`config.mk`:
```
export PLATFORM = sky130hd
export DESIGN_NAME = stepper_step_gen
export DESIGN_NICKNAME = d
export VERILOG_FILES = /design/src/rtl/stepper_step_gen.sv
export SDC_FILE = /design/constraint.sdc
export NUM_CORES = 1
export LEC_CHECK = 0
export ABC_AREA = 1
export BUFFER_PORTS_ARGS = -buffer_cell sky130_fd_sc_hd__buf_2
export CAP_MARGIN = 25
export CORE_MARGIN = 5
export CORE_UTILIZATION = 35
export CTS_BUF_LIST = sky130_fd_sc_hd__clkbuf_2 sky130_fd_sc_hd__clkbuf_4 sky130_fd_sc_hd__clkbuf_8
export DETAILED_ROUTE_END_ITERATION = 12
export GPL_TIMING_DRIVEN = 0
export PLACE_DENSITY = 0.52
export SYNTH_ARGS = -nofsm -noshare
export SYNTH_HDL_FRONTEND = slang
export SYNTH_SLANG_ARGS = --single-unit
```
`constraint.sdc`:
```
create_clock -name clk_clk -period 2 [get_ports clk_clk]
set_clock_uncertainty 0.2 [all_clocks]
set_input_delay 0.1 -clock clk_clk [delete_from_list [all_inputs] [get_ports clk_clk]]
set_output_delay 0.1 -clock clk_clk [all_outputs]
set_load 0.01 [all_outputs]
```
`src/rtl/stepper_step_gen.sv`:
```
// STEP/DIR pulse generator for one stepper axis, driven by a toggle-handshaked
// 16-bit PIO command word, with a synchronized limit-switch abort.
module stepper_step_gen #(
  parameter int DIR_SETUP = 50,
  parameter int STEP_HIGH = 250,
  parameter int STEP_LOW  = 24750
) (
  input  logic        clk_clk,
  input  logic        reset_reset_n,
  input  logic [15:0] cmd,
  input  logic        limit_n,
  output logic        step_o,
  output logic        dir_o,
  output logic        busy,
  output logic        done,
  output logic        overrun,
  output logic        limit_hit,
  output logic [13:0] remaining,
  output logic [2:0]  state_o
);

  localparam int MAX_A = (DIR_SETUP > STEP_HIGH) ? DIR_SETUP : STEP_HIGH;
  localparam int MAX_P = (MAX_A > STEP_LOW) ? MAX_A : STEP_LOW;
  localparam int CW    = $clog2(MAX_P + 1);

  localparam logic [CW-1:0] DS_LAST = CW'(DIR_SETUP - 1);
  localparam logic [CW-1:0] SH_LAST = CW'(STEP_HIGH - 1);
  localparam logic [CW-1:0] SL_LAST = CW'(STEP_LOW - 1);

  localparam logic [2:0] S_IDLE  = 3'd0;
  localparam logic [2:0] S_SETUP = 3'd1;
  localparam logic [2:0] S_HIGH  = 3'd2;
  localparam logic [2:0] S_LOW   = 3'd3;
  localparam logic [2:0] S_DONE  = 3'd4;

  logic [2:0]    state_q, state_d;
  logic [CW-1:0] cnt_q, cnt_d;
  logic          step_q, step_d;
  logic          dir_q, dir_d;
  logic          busy_q, busy_d;
  logic          done_q, done_d;
  logic          ovr_q, ovr_d;
  logic          limhit_q, limhit_d;
  logic          lim_seen_q, lim_seen_d;
  logic [13:0]   rem_q, rem_d;
  logic          lim_s1_q, lim_s2_q;
  logic          prev_q, armed_q;
  logic          lim, toggle;

  assign lim    = ~lim_s2_q;
  assign toggle = armed_q && (cmd[15] != prev_q);

  // Limit synchronizer and toggle-edge tracking; nothing is accepted until
  // one clock after reset release has captured the current toggle level.
  always_ff @(posedge clk_clk or negedge reset_reset_n) begin
    if (!reset_reset_n) begin
      lim_s1_q <= 1'b1;
      lim_s2_q <= 1'b1;
      prev_q   <= 1'b0;
      armed_q  <= 1'b0;
    end else begin
      lim_s1_q <= limit_n;
      lim_s2_q <= lim_s1_q;
      prev_q   <= cmd[15];
      armed_q  <= 1'b1;
    end
  end

  always_comb begin
    state_d    = state_q;
    cnt_d      = cnt_q;
    step_d     = step_q;
    dir_d      = dir_q;
    busy_d     = busy_q;
    done_d     = 1'b0;
    ovr_d      = ovr_q;
    limhit_d   = limhit_q;
    lim_seen_d = lim_seen_q;
    rem_d      = rem_q;
    case (state_q)
      S_IDLE: begin
        busy_d = 1'b0;
        if (toggle) begin
          state_d  = S_SETUP;
          busy_d   = 1'b1;
          dir_d    = cmd[14];
          rem_d    = cmd[13:0];
          cnt_d    = '0;
          ovr_d    = 1'b0;
          limhit_d = 1'b0;
        end
      end
      S_SETUP: begin
        if (rem_q == '0 || lim) begin
          state_d = S_DONE;
          if (lim) limhit_d = 1'b1;
        end else if (cnt_q == DS_LAST) begin
          state_d    = S_HIGH;
          step_d     = 1'b1;
          cnt_d      = '0;
          lim_seen_d = 1'b0;
        end else begin
          cnt_d = cnt_q + 1'b1;
        end
      end
      S_HIGH: begin
        // A started pulse always runs its full width; a limit seen meanwhile
        // is remembered and acted on at the falling edge.
        if (lim) lim_seen_d = 1'b1;
        if (cnt_q == SH_LAST) begin
          step_d = 1'b0;
          cnt_d  = '0;
          if (rem_q != '0) rem_d = rem_q - 1'b1;
          if (lim_seen_q || lim) begin
            state_d  = S_DONE;
            limhit_d = 1'b1;
          end else if (rem_q <= 14'd1) begin
            state_d = S_DONE;
          end else begin
            state_d = S_LOW;
          end
        end else begin
          cnt_d = cnt_q + 1'b1;
        end
      end
      S_LOW: begin
        if (lim) begin
          state_d  = S_DONE;
          limhit_d = 1'b1;
        end else if (cnt_q == SL_LAST) begin
          state_d    = S_HIGH;
          step_d     = 1'b1;
          cnt_d      = '0;
          lim_seen_d = 1'b0;
        end else begin
          cnt_d = cnt_q + 1'b1;
        end
      end
      S_DONE: begin
        done_d  = 1'b1;
        state_d = S_IDLE;
      end
      default: begin
        state_d = S_IDLE;
        step_d  = 1'b0;
        busy_d  = 1'b0;
      end
    endcase
    if (toggle && state_q != S_IDLE) ovr_d = 1'b1;
  end

  always_ff @(posedge clk_clk or negedge reset_reset_n) begin
    if (!reset_reset_n) begin
      state_q    <= S_IDLE;
      cnt_q      <= '0;
      step_q     <= 1'b0;
      dir_q      <= 1'b0;
      busy_q     <= 1'b0;
      done_q     <= 1'b0;
      ovr_q      <= 1'b0;
      limhit_q   <= 1'b0;
      lim_seen_q <= 1'b0;
      rem_q      <= '0;
    end else begin
      state_q    <= state_d;
      cnt_q      <= cnt_d;
      step_q     <= step_d;
      dir_q      <= dir_d;
      busy_q     <= busy_d;
      done_q     <= done_d;
      ovr_q      <= ovr_d;
      limhit_q   <= limhit_d;
      lim_seen_q <= lim_seen_d;
      rem_q      <= rem_d;
    end
  end

  assign step_o    = step_q;
  assign dir_o     = dir_q;
  assign busy      = busy_q;
  assign done      = done_q;
  assign overrun   = ovr_q;
  assign limit_hit = limhit_q;
  assign remaining = rem_q;
  assign state_o   = state_q;

endmodule

```
Yosys cells after proc, flatten, opt, wreduce, memory -nomap -nowiden
Cells that the tools add are included.
{ "op_classes": {"addsub": 2, "magnitude_cmp": 1, "mux": 43, "bitwise_logic": 2, "n_eq_ne": 20, "n_reduce_logical": 23} }
{ "op_table": {"columns": ["operator", "count"], "rows": [
  ["$mux 15", 6],
  ["$pmux 15 s4", 1],
  ["$mux 14", 3],
  ["$pmux 14 s2", 1],
  ["$mux 3", 8],
  ["$ne 2x2->1 const B", 10],
  ["$mux 1", 19],
  ["$add 15x1->15 const B", 1],
  ["$eq 15x15->1 const B", 1],
  ["$eq 15x6->1 const B", 1],
  ["$eq 15x8->1 const B", 1],
  ["$le 14x1->1 const B", 1],
  ["$logic_not 14->1", 1],
  ["$reduce_bool 14->1", 1],
  ["$sub 14x1->14 const B", 1],
  ["$pmux 3 s4", 1],
  ["$reduce_and 4->1", 3],
  ["$reduce_and 6->1", 2],
  ["$pmux 1 s4", 2],
  ["$eq 3x2->1 const B", 2],
  ["$ne 3x3->1 const B", 2],
  ["$reduce_bool 2->1", 3],
  ["$reduce_bool 3->1", 2],
  ["$reduce_and 5->1", 1],
  ["other kinds (13)", 17]
]} }
{ "totals": {"word_cells": 105, "input_bits": 19, "output_inout_bits": 23, "reg_bits": 43} }

Longest topological paths before layout
{ "depth": {"word_depth": 5, "ltp_mapped": 13, "mapped_depth_nobuf": 12} }

Worst setup path after synthesis
No wires, ideal clock.
{ "synth_timing": {"path_kind": "register to register", "from": "register rem_q[0] (netlist: remaining[0])", "to": "register cnt_q[2]", "path_stages_with_launch": 13, "setup_time_ns": 0.121, "slack_ns": 0.179, "t_required_ns": 1.679, "t_arrival_ns": 1.500, "path_buffers": 1, "synth_period_minus_slack_ns": 1.821, "path_cell_list": "dfrtp_1 -> inv_1 -> ha_1 -> nand2_1 -> nor2_1 -> nand2_1 -> nand2_1 -> nand2_2 -> nand2_4 -> inv_2 -> buf_6 -> nand2_1 -> o21ai_1"} }
{ "synth_via": {"elab_chain_cells": 4} }
{ "synth_rtl": {"columns": ["element", "line_no", "source"], "rows": [
  ["start, declared", "45", "logic [13:0] rem_q, rem_d;"],
  ["start signal, assigned", "174", "rem_q <= rem_d;"],
  ["$logic_not 14->1", "94", "if (rem_q == '0 || lim) begin"],
  ["$logic_or 1x1->1", "94", null],
  ["$ne 2x2->1 (no line)", null, null],
  ["$reduce_and 4->1 (no line)", null, null],
  ["end signal, assigned", "166", "cnt_q <= cnt_d;"],
  ["end, declared", "37", "logic [CW-1:0] cnt_q, cnt_d;"]
]} }
Every way passes these cells.
A chain may end at the register's enable or synchronous reset.

Worst setup path after layout
{ "layout_timing": {"from": "register cnt_q[1]", "to": "register cnt_q[2]"} }
{ "layout_via": {"elab_chain_cells": 4, "elab_cells_between_ends": 10, "cone_classes": "1 x add/sub; 3 x eq/ne; 6 x mux"} }
{ "layout_rtl": {"columns": ["element", "line_no", "source"], "rows": [
  ["$add 15x1->15 (tied with other cells)", "103, 123, 136", null],
  ["$mux 15 (on tied branches)", "130, 97", null],
  ["$mux 15 (on tied branches)", "127, 94", null],
  ["$pmux 15 s4 *", "80", "case (state_q)"]
]} }
Every way passes the cells marked *; elsewhere a longest branch is shown, timed or not. The select of a mux whose other input is x is not followed.

==> impl_metrics.tcl <==
set metrics [dict create \
    min-delay-start "lim_s1_q$_DFF_PN1_" \
    drt_iter0_drc 155 \
    grt_overflow_total 0 \
    area_growth_pct 31.47 \
    clock_latency_ns 0.30 \
    placed_area_sq_um 3477 \
    synth_top_area_cell "dfrtp_1" \
    hold_end "lim_s2_q$_DFF_PN1_" \
    finalWeightedCongestion 0.8651 \
    drive_gt1_frac 0.2721 \
    coreArea_sq_um 8721 \
    htree_levels 2 \
    p_per_area_nw_per_um2 1360 \
    rr_endpoint "cnt_q[2]$_DFFE_PN0P_" \
    power.internal_mw 2.936 \
    die-area_sq_um 10890 \
    vias_per_cell 4.905 \
    hold_violations 0 \
    synth_cell_types 39 \
    grt_first_pass_wirelength_um 14950 \
    leakage_nw 1.985 \
    diodes 0 \
    cp.required_ns 1.99 \
    ys_seq_area_frac 0.3460 \
    rows 34 \
    initial_utilization 0.3574 \
    cts_buffers 5 \
    drc_errors 0 \
    largest_register_ffs 15 \
    final_cells 652 \
    port_buffers 41 \
    post_synth.cell_area_avg_sq_um 6.895 \
    total_power_mw 5.572 \
    synth_edf_count 0 \
    reg2reg_from "cnt_q[1]$_DFFE_PN0P_" \
    ys_async_sr_fraction 1.000 \
    yosysWarnings 0 \
    setup_ws_ns 0.06077 \
    rrSetupSlack_ns 0.06 \
    slowest_stage "dfrtp_1" \
    io_pins 42 \
    wl_per_cell_um 14.04 \
    syn_area_sq_um 3117 \
    root_buffer "clkbuf_8" \
    dieWidth_um 104.4 \
    cts_buffer_depth 2 \
    grt_pass1_vias 3063 \
    die_y_um 104.4 \
    synth.top_cells.by_count "nand2_1 (149), nor2_1 (54), nand3_1 (45), dfrtp_1 (41), inv_1 (37)" \
    yosysTopAreaCellShare 0.3292 \
    vias 3198 \
    path_buf_inv 3 \
    switching_share 0.4732 \
    switchingPower_mw 2.636 \
    regMostFlops "cnt_q" \
    min_path_type "flop to flop" \
    finalInstanceArea_sq_um 4098 \
    synth_nets 476 \
    holdWs_ns 0.1611 \
    antenna_found_initial 0 \
    cts_tree "done" \
    path_cells "inv_2, ha_4, nand4_1, nor2_4, nand2_4, buf_4, buf_4, nand3_1, nand3_1, nand2_1, o21ai_1" \
    cp_max_fo 4 \
    syn_inst 452 \
    grt_max_degree 36 \
    dpl.cell_count 602 \
    slowest_delay_ns 0.42 \
    pre_cts_ws_ns -0.09815 \
    ys_ff_latch 43 \
    antenna_left 0 \
    worstSetupEndpointType "flop" \
    p_comb_frac 0.588 \
    cts.clk_slew.worst_paths_ns 0.10 \
    min_period_ns 1.939 \
    dpl.hpwl_um 6436 \
    cp-start-kind "flop" \
    drv_cap 0 \
    ir_worst_vdd_mv 0.6864 \
    synth_ff_type "dfrtp_1" \
    rsz0062_at_grt "true" \
    gr-usage-all-layers 0.1640 \
    min_path_cells 0 \
    cts_sinks 43 \
    reg2regPathDepth 11 \
    outcome "complete, no violations" \
    worst_path_dominant_cell_family "simple AND/OR/NAND/NOR gates" \
    post-route-period-util 0.9696 \
    drt_wl_total_um 9157 \
    fmax_mhz 515.7 \
    ys_top_cells_by_area "dfrtp_1 (33%), nand2_1 (18%), nand3_1 (7.2%), nor2_1 (6.5%), inv_1 (4.5%)" \
    slew_violations 0 \
    nets 567 \
    synthMostInstantiatedCell "nand2_1" \
    setup_viol_count_final 0 \
    pwr-share-clk 0.151 \
    critPathKind "flop to flop" \
    power_frac_seq 0.260 \
    drtPass1Iterations 5 \
    cp_data_arrival_time_ns 1.92 \
]
kinds of logic after synthesis:
logic type,count (synthesis),synth area share
and+or+nand+nor,295,0.4368
buffers and inverters,53,0.07747
AOI/OAI and AO/OA,48,0.09836
DFF,43,0.3460
xor gates and xnor gates,6,0.01686
adders and majority gates,5,0.02007
other,1,0.001203
muxes,1,0.003212
timing repair:
item	4_1_cts	5_1_grt
endpoints found under the setup margin	23	29
hold buffers	20	0
setup buffers	2	19
cloned	0	1
pin swaps	1	10
resized for setup	8	27
hold endpoints to repair	58	0
per-stage QoR:
| stage | utilization | TNS (ns) |
|---|---|---|
| final | 0.4699 | 0 |
| after global routing | 0.4699 | -0.1763 |
| after CTS | 0.4418 | 0 |
| after detailed placement | 0.3987 | -1.212 |
| after global placement | 0.3964 | -1.009 |
| after floorplan | - | 0 |
layout make-up:
cell class / instances / area [sq um]
Fill cell: 879 / 4623
Multi-Input combinational cell: 356 / 1871
Sequential cell: 43 / 1086
Timing Repair Buffer: 84 / 610.6
Inverter: 43 / 170.2
Tap cell: 108 / 135.1
Buffer: 10 / 88.84
Clock buffer: 5 / 68.82
Clock inverter: 3 / 67.56
routing by layer:
layer | global-route usage | wire length, um
met3 | 0.02359 | 300
met5 | 0 | 0
met2 | 0.2778 | 4447
met4 | 0.03423 | 40
met1 | 0.2215 | 4368
worst register-to-register path, stage by stage, from the launching register on:
cell and delay (ns):
dfrtp_1 0.42, inv_2 0.09, ha_4 0.15, nand4_1 0.13
nor2_4 0.16, nand2_4 0.08, buf_4 0.14, buf_4 0.12
nand3_1 0.05, nand3_1 0.13, nand2_1 0.08, o21ai_1 0.05
power by group through the flow:
stage | registers (mW) | clock network [mW] | logic (mW)
6_report | 1.45 | 0.843 | 3.28
5_1_grt | 1.50 | 0.894 | 3.62
4_1_cts | 1.44 | 0.866 | 2.88
3_5_place_dp | 1.45 | 0 | 2.79
3_3_place_gp | 1.45 | 0 | 2.76
2_1_floorplan | 1.49 | 0 | 1.91
placed cells by master (no fill, tap or decap), types with 4 or more instances in the layout:
cell type      instances
buf_2                 45
buf_4                 22
clkbuf_8               5
dfrtp_1               35
dfrtp_2                6
dlygate4sd3_1         19
ha_1                   4
inv_1                 34
inv_2                  6
nand2_1              144
nand2_2               10
nand2_4                8
nand3_1               44
nand4_1               16
nor2_1                46
nor2_2                 9
nor2_4                 9
o21ai_0               23
o21ai_2                5
xor2_1                 4
worst max path at each step:
stage / slack (ns) / to / from / cells after the start
2_1_floorplan: 0.18 / cnt_q[2]$_DFFE_PN0P_ / remaining[0]$_DFFE_PN0P_ / 12
3_3_place_gp: -0.08 / cnt_q[2]$_DFFE_PN0P_ / remaining[0]$_DFFE_PN0P_ / 12
3_5_place_dp: -0.1 / cnt_q[3]$_DFFE_PN0P_ / remaining[0]$_DFFE_PN0P_ / 12
4_1_cts: 0.002 / cnt_q[3]$_DFFE_PN0P_ / remaining[2]$_DFFE_PN0P_ / 11
5_1_grt: -0.03 / cnt_q[0]$_DFFE_PN0P_ / remaining[1]$_DFFE_PN0P_ / 11
6_report: 0.06 / cnt_q[2]$_DFFE_PN0P_ / cnt_q[1]$_DFFE_PN0P_ / 11
(Power assumes the default switching activity.)
